$ cat src/rtl/fetch_controller.sv
// fetch_controller: instruction-fetch sequencer between program_counter, ROM
// and the decode stage. Drives PC load/increment, owns the instruction
// register and offers it to the decoder over a valid/ready handshake.
module fetch_controller #(
  parameter logic [15:0] START_ADDR = 16'h0000,
  parameter logic [15:0] HALT_OP    = 16'hC0FE
) (
  input  logic        clk,
  input  logic        reset,
  input  logic [15:0] INS,
  input  logic [15:0] PC_value,
  output logic [15:0] PC_in,
  output logic        PC_load,
  output logic        PC_CE,
  output logic [15:0] IR,
  output logic [15:0] IR_addr,
  output logic        IR_valid,
  input  logic        IR_ready,
  input  logic        branch_req,
  input  logic [15:0] branch_addr,
  input  logic        resume,
  output logic        halted
);

  typedef enum logic [1:0] {
    INIT  = 2'd0,
    FETCH = 2'd1,
    ISSUE = 2'd2,
    HALT  = 2'd3
  } state_t;

  state_t      state, state_nxt;
  logic [15:0] ir_nxt;
  logic [15:0] ir_addr_nxt;
  logic        ir_valid_nxt;
  logic        halted_nxt;
  logic        ins_is_halt;

  assign ins_is_halt = (INS == HALT_OP);

  // Next-state, registered-output next values and Mealy PC controls.
  always_comb begin
    state_nxt    = state;
    PC_load      = 1'b0;
    PC_CE        = 1'b0;
    PC_in        = START_ADDR;
    ir_nxt       = IR;
    ir_addr_nxt  = IR_addr;
    ir_valid_nxt = IR_valid;
    halted_nxt   = halted;

    case (state)
      INIT: begin
        PC_load      = 1'b1;
        ir_valid_nxt = 1'b0;
        state_nxt    = FETCH;
      end
      FETCH: begin
        ir_valid_nxt = 1'b0;
        if (ins_is_halt) begin
          // PC stays on the halt word so a debugger sees where we stopped.
          halted_nxt = 1'b1;
          state_nxt  = HALT;
        end else begin
          ir_nxt       = INS;
          ir_addr_nxt  = PC_value;
          ir_valid_nxt = 1'b1;
          PC_CE        = 1'b1;
          state_nxt    = ISSUE;
        end
      end
      ISSUE: begin
        if (IR_ready) begin
          if (branch_req) begin
            // The word already on INS is the sequential one; drop it.
            PC_load      = 1'b1;
            PC_in        = branch_addr;
            ir_valid_nxt = 1'b0;
            state_nxt    = FETCH;
          end else if (ins_is_halt) begin
            ir_valid_nxt = 1'b0;
            halted_nxt   = 1'b1;
            state_nxt    = HALT;
          end else begin
            ir_nxt       = INS;
            ir_addr_nxt  = PC_value;
            ir_valid_nxt = 1'b1;
            PC_CE        = 1'b1;
          end
        end
      end
      HALT: begin
        ir_valid_nxt = 1'b0;
        if (resume) begin
          PC_load    = 1'b1;
          halted_nxt = 1'b0;
          state_nxt  = FETCH;
        end
      end
      default: begin
        state_nxt = INIT;
      end
    endcase

    // Reset overrides everything: park the PC on the start address.
    if (reset) begin
      PC_load = 1'b1;
      PC_CE   = 1'b0;
      PC_in   = START_ADDR;
    end
  end

  // State and registered outputs, synchronous active-high reset.
  always_ff @(posedge clk) begin
    if (reset) begin
      state    <= INIT;
      IR       <= 16'h0000;
      IR_addr  <= 16'h0000;
      IR_valid <= 1'b0;
      halted   <= 1'b0;
    end else begin
      state    <= state_nxt;
      IR       <= ir_nxt;
      IR_addr  <= ir_addr_nxt;
      IR_valid <= ir_valid_nxt;
      halted   <= halted_nxt;
    end
  end

endmodule
$ cat config.mk
export PLATFORM = sky130hd
export DESIGN_NAME = fetch_controller
export DESIGN_NICKNAME = d
export VERILOG_FILES = /design/src/rtl/fetch_controller.sv
export SDC_FILE = /design/constraint.sdc
export NUM_CORES = 1
export LEC_CHECK = 0
export CAP_MARGIN = 20
export CELL_PAD_IN_SITES_DETAIL_PLACEMENT = 1
export CELL_PAD_IN_SITES_GLOBAL_PLACEMENT = 2
export CORE_ASPECT_RATIO = 1.2
export CORE_UTILIZATION = 23
export CTS_CLUSTER_SIZE = 20
export DETAILED_ROUTE_END_ITERATION = 7
export PLACE_DENSITY = 0.84
export SYNTH_ARGS = -nofsm -noshare
export SYNTH_HDL_FRONTEND = slang
export SYNTH_SLANG_ARGS = --single-unit
export TNS_END_PERCENT = 50
$ cat constraint.sdc
create_clock -name clk -period 4.3 [get_ports clk]
set_clock_uncertainty 0.2 [all_clocks]
set_input_delay 0.86 -clock clk [delete_from_list [all_inputs] [get_ports clk]]
set_output_delay 0.86 -clock clk [all_outputs]
set_load 0.02 [all_outputs]
Word-level counts from Yosys, hierarchy flattened
Cells that the tools add are included.

Reduce and logical (&&, ||, !) cells: 7. Muxes and demuxes: 35. Eq/ne operators: 8.

Operator list (number): 16-bit 2-to-1 mux (10); 16-bit case mux with 2 select lines (2); 16-bit equality test (second input constant) (1); 1-bit 2-to-1 mux (14); 1-bit case mux with 3 select lines (3); 2-bit 2-to-1 mux (4); 2-bit case mux with 4 select lines (1); 2-bit inequality test (second input constant) (3); 3-bit AND reduction (2); 2-bit equality test (second input constant) (2); 4-bit AND reduction (1); 3-bit inequality test (second input constant) (1); 3-bit nonzero test (1); 2-bit by 1-bit equality test with 1-bit output (second input constant) (1); 2-bit zero test (1); 1-bit case mux with 2 select lines (1); 2-bit nonzero test (1); 2-bit OR reduction (1).

Output and inout bits: 52. Input port bits: 53. Register bits after elaboration: 36. Word-level logic and storage cells: 55.

Depth between registers and ports, before layout
Word-level depth: 6. Gate-level depth with buffers: 7. Gate-level depth less buffers: 6.

Worst setup path after synthesis
OpenSTA, ideal clock, no wires.

Path type: input port to output port. Start: input port INS[0]. End: output port PC_CE. Cell stages on the path: 4. Path buffers: 0. Data arrival time: 2.004 ns. Setup slack: 1.236 ns. Cells stage by stage: nand4bb_1 -> nor2_2 -> and2_1 -> nor4b_1.

Longest elaborated chain between the ends: 6.

RTL lines: start, declared (line 10) `input logic [15:0] INS,`; 16-bit equality test (*) (line 39) `assign ins_is_halt = (INS == HALT_OP);`; 1-bit 2-to-1 mux (*) (line 60, 80); 1-bit 2-to-1 mux (line 74) `if (branch_req) begin`; 1-bit 2-to-1 mux (line 73) `if (IR_ready) begin`; 1-bit case mux with 2 select lines (*) (line 52) `case (state)`; 1-bit 2-to-1 mux (*) (line 106) `if (reset) begin`; end, declared (line 14) `output logic PC_CE,`.

Every way passes the cells marked *; elsewhere a longest branch is shown, timed or not.

Final worst setup path
Start: input port INS[8]. End: output port PC_CE.

The elaborated chain is that of the path after synthesis.

==> flow_metrics.env <==
export IMPL_grt_max_degree=39
export IMPL_fin_nets=368
export IMPL_antenna_found_initial=0
export IMPL_grt_pass1_wl_um=8710
export IMPL_maxSlewHeadroom=0.623
export IMPL_use_met2=0.233
export IMPL_fmax_mhz=255
export IMPL_worstReg2RegStart="state[1]"
export IMPL_synth_edff_count=0
export IMPL_hold_slack_ps=276
export IMPL_synthArstFlopShare=0
export IMPL_grt_busiest_layer="met2"
export IMPL_num_io_pins=105
export IMPL_nFillCells=944
export IMPL_overflow=0
export IMPL_cts_buffer_depth=2
export IMPL_syn_area_per_cell_sq_um=9.39
export IMPL_crit_fanout=5
export IMPL_grt_use_total=0.122
export IMPL_yosys_warnings=0
export IMPL_vdd_drop_max_uv=159
export IMPL_tritoncts="built"
export IMPL_postCtsHoldBufs=0
export IMPL_die_y_um=103
export IMPL_hpwl_um=3990
export IMPL_fin_crit_sh=0.911
export IMPL_required_ps=3240
export IMPL_wire_per_inst_um=12.3
export IMPL_powerDensity_mw_per_mm2=344
export IMPL_yosysSeqAreaShare=0.367
export IMPL_min_to="IR_addr[13]"
export IMPL_yosysMostFrequentCell="nand2b_1"
export IMPL_r2r_end="IR[3]"
export IMPL_wirelength_um=5260
export IMPL_min_delay_start="IR_addr[13]"
export IMPL_clk_latency_ps=290
export IMPL_grt_pass1_vias=1910
export IMPL_ctsResizeCount=0
export IMPL_cp_data_arrival_time_ps=2860
export IMPL_initial_core_util=0.239
export IMPL_setup_worst_path_start_class="input port"
export IMPL_hold_violations=0
export IMPL_syn_instance_count=209
export IMPL_status="complete, no violations"
export IMPL_clock_sinks=36
export IMPL_drive_gt1_frac=0.0577
export IMPL_reg2reg_depth=6
export IMPL_cts_setup_buffers=0
export IMPL_period_minus_slack_ps=3920
export IMPL_yosys_top_cells_count="65 x nand2b_1, 36 x dfxtp_1, 32 x mux2i_1, 17 x and2_1, 9 x clkbuf_1"
export IMPL_die_area_sq_mm=0.00891
export IMPL_clkSlewWorstSetupHoldPaths_ps=80
export IMPL_ff2ff_setup_slack_ps=1940
export IMPL_synth_top_cell_area_share=0.367
export IMPL_root_buffer="clkbuf_8"
export IMPL_die_x_um=86.3
export IMPL_core_area_sq_mm=0.00820
export IMPL_grtUsageMet3=0.0349
export IMPL_synth_ff_type="dfxtp_1"
export IMPL_p_leak_nw=1.16
export IMPL_fin_util=0.388
export IMPL_synthTopCellsByArea="dfxtp_1 37%, nand2b_1 21%, mux2i_1 16%"
export IMPL_port_buffers=104
export IMPL_rsz0062_at_grt="false"
export IMPL_area_delta_synth_final_pct=62.2
export IMPL_syn_num_nets=266
export IMPL_worstMarginPinSlew_ps=566
export IMPL_drc=0
export IMPL_dr_pass1_iters=4
export IMPL_antenna_left=0
export IMPL_h_tree_depth=2
export IMPL_setup_viol_count_final=0
export IMPL_synth_area_leader_cell="dfxtp_1"
export IMPL_min_delay_path_depth=2
export IMPL_min_path_type="flop to flop"
export IMPL_place_congestion=0.754
export IMPL_vias=1813
export IMPL_synth_distinct_cells=36
export IMPL_setup_tns_ps=0
export IMPL_drt_iter0_markers=19
export IMPL_num_rows=36
export IMPL_power_total_mw=1.09
export IMPL_ys_ff_latch=36
export IMPL_diodes=0
export IMPL_viasPerCell=4.26
export IMPL_worstSetupPathType="input port to output port"
export IMPL_maxSlewViolCount=0
export IMPL_syn_area_sq_mm=0.00196
export IMPL_maxCapViolations=0
export IMPL_gr_usage_met1=0.132
export IMPL_endpoint_kind="output port"
export IMPL_cts_buffers=5
[through the flow]
stage                     instance area (sq um)  cells  setup slack [ps]
after global routing                       3180    426               288
after floorplan                            1960    209              1240
after detailed placement                   3100    418               374
after global placement                     3100    418               394
final                                      3180    426               385
after CTS                                  3180    426               363
[sequential cells by signal, indices dropped and copies added, names as in the netlist]
name      flops
IR           16
IR_addr      16
state         2
IR_valid      1
halted        1
[routing by layer]
metal  vias up  wire length, um
met5         -                0
met3         4              399
met2        72             2680
li1        894                -
met1       843             2150
met4         0               31
[logic make-up (layout without fill, tap and decap cells)]
| kind of cell | count (synthesis) | in the layout | share of synthesized area |
|---|---|---|---|
| DFF | 36 | 36 | 0.367 |
| AOI/OAI and AO/OA | 12 | 12 | 0.0465 |
| muxes | 32 | 32 | 0.163 |
| and+or+nand+nor | 111 | 111 | 0.359 |
| buffers and inverters | 14 | 117 | 0.0382 |
| adders and majority gates | 4 | 4 | 0.0255 |
[cell usage in the layout (no fill, tap or decap), types with 2 or more instances in the layout]
cell type / count
nor2_1: 5
a31oi_1: 2
a211oi_1: 2
clkinv_2: 2
nand3b_1: 2
dfxtp_1: 36
nand4_1: 2
mux2i_1: 32
buf_4: 3
clkbuf_8: 5
nand2_1: 3
clkdlybuf4s50_1: 103
inv_1: 2
nand2b_1: 65
nor2b_1: 3
and2_1: 17
ha_1: 4
a21oi_1: 2
[worst max path at each step]
stage	cells past startpoint	slack, ps	start	to
after floorplan	4	1240	INS[0]	PC_CE
after global placement	6	390	INS[8]	PC_CE
after detailed placement	6	370	INS[8]	PC_CE
after CTS	6	360	INS[8]	PC_CE
after global routing	6	290	INS[8]	PC_CE
final	6	380	INS[8]	PC_CE
[critical path, stage by stage]
cell	delay [ps]
clkdlybuf4s50_1	420
or4_4	560
nor2_4	160
and2_1	210
nor4b_1	70
clkdlybuf4s50_1	570
[report_power, final]
group	switching [mW]	internal, mW	leakage (nW)	total, mW
clock	0.131	0.113	0.0479	0.244
sequential	0.0311	0.388	0.295	0.419
combinational	0.202	0.229	0.821	0.431
[cell type report]
cell class	count	area, sq um	share of cell area
clock inverters	3	18.8	0.00589
clock buffers	5	68.8	0.0216
repair buffers	107	1060	0.332
flip-flops and latches	36	721	0.226
well taps	114	143	0.0448
inverters	2	7.51	0.00236
multi-input cells	159	1170	0.367
No activity file was read; power rests on OpenSTA's default activity.
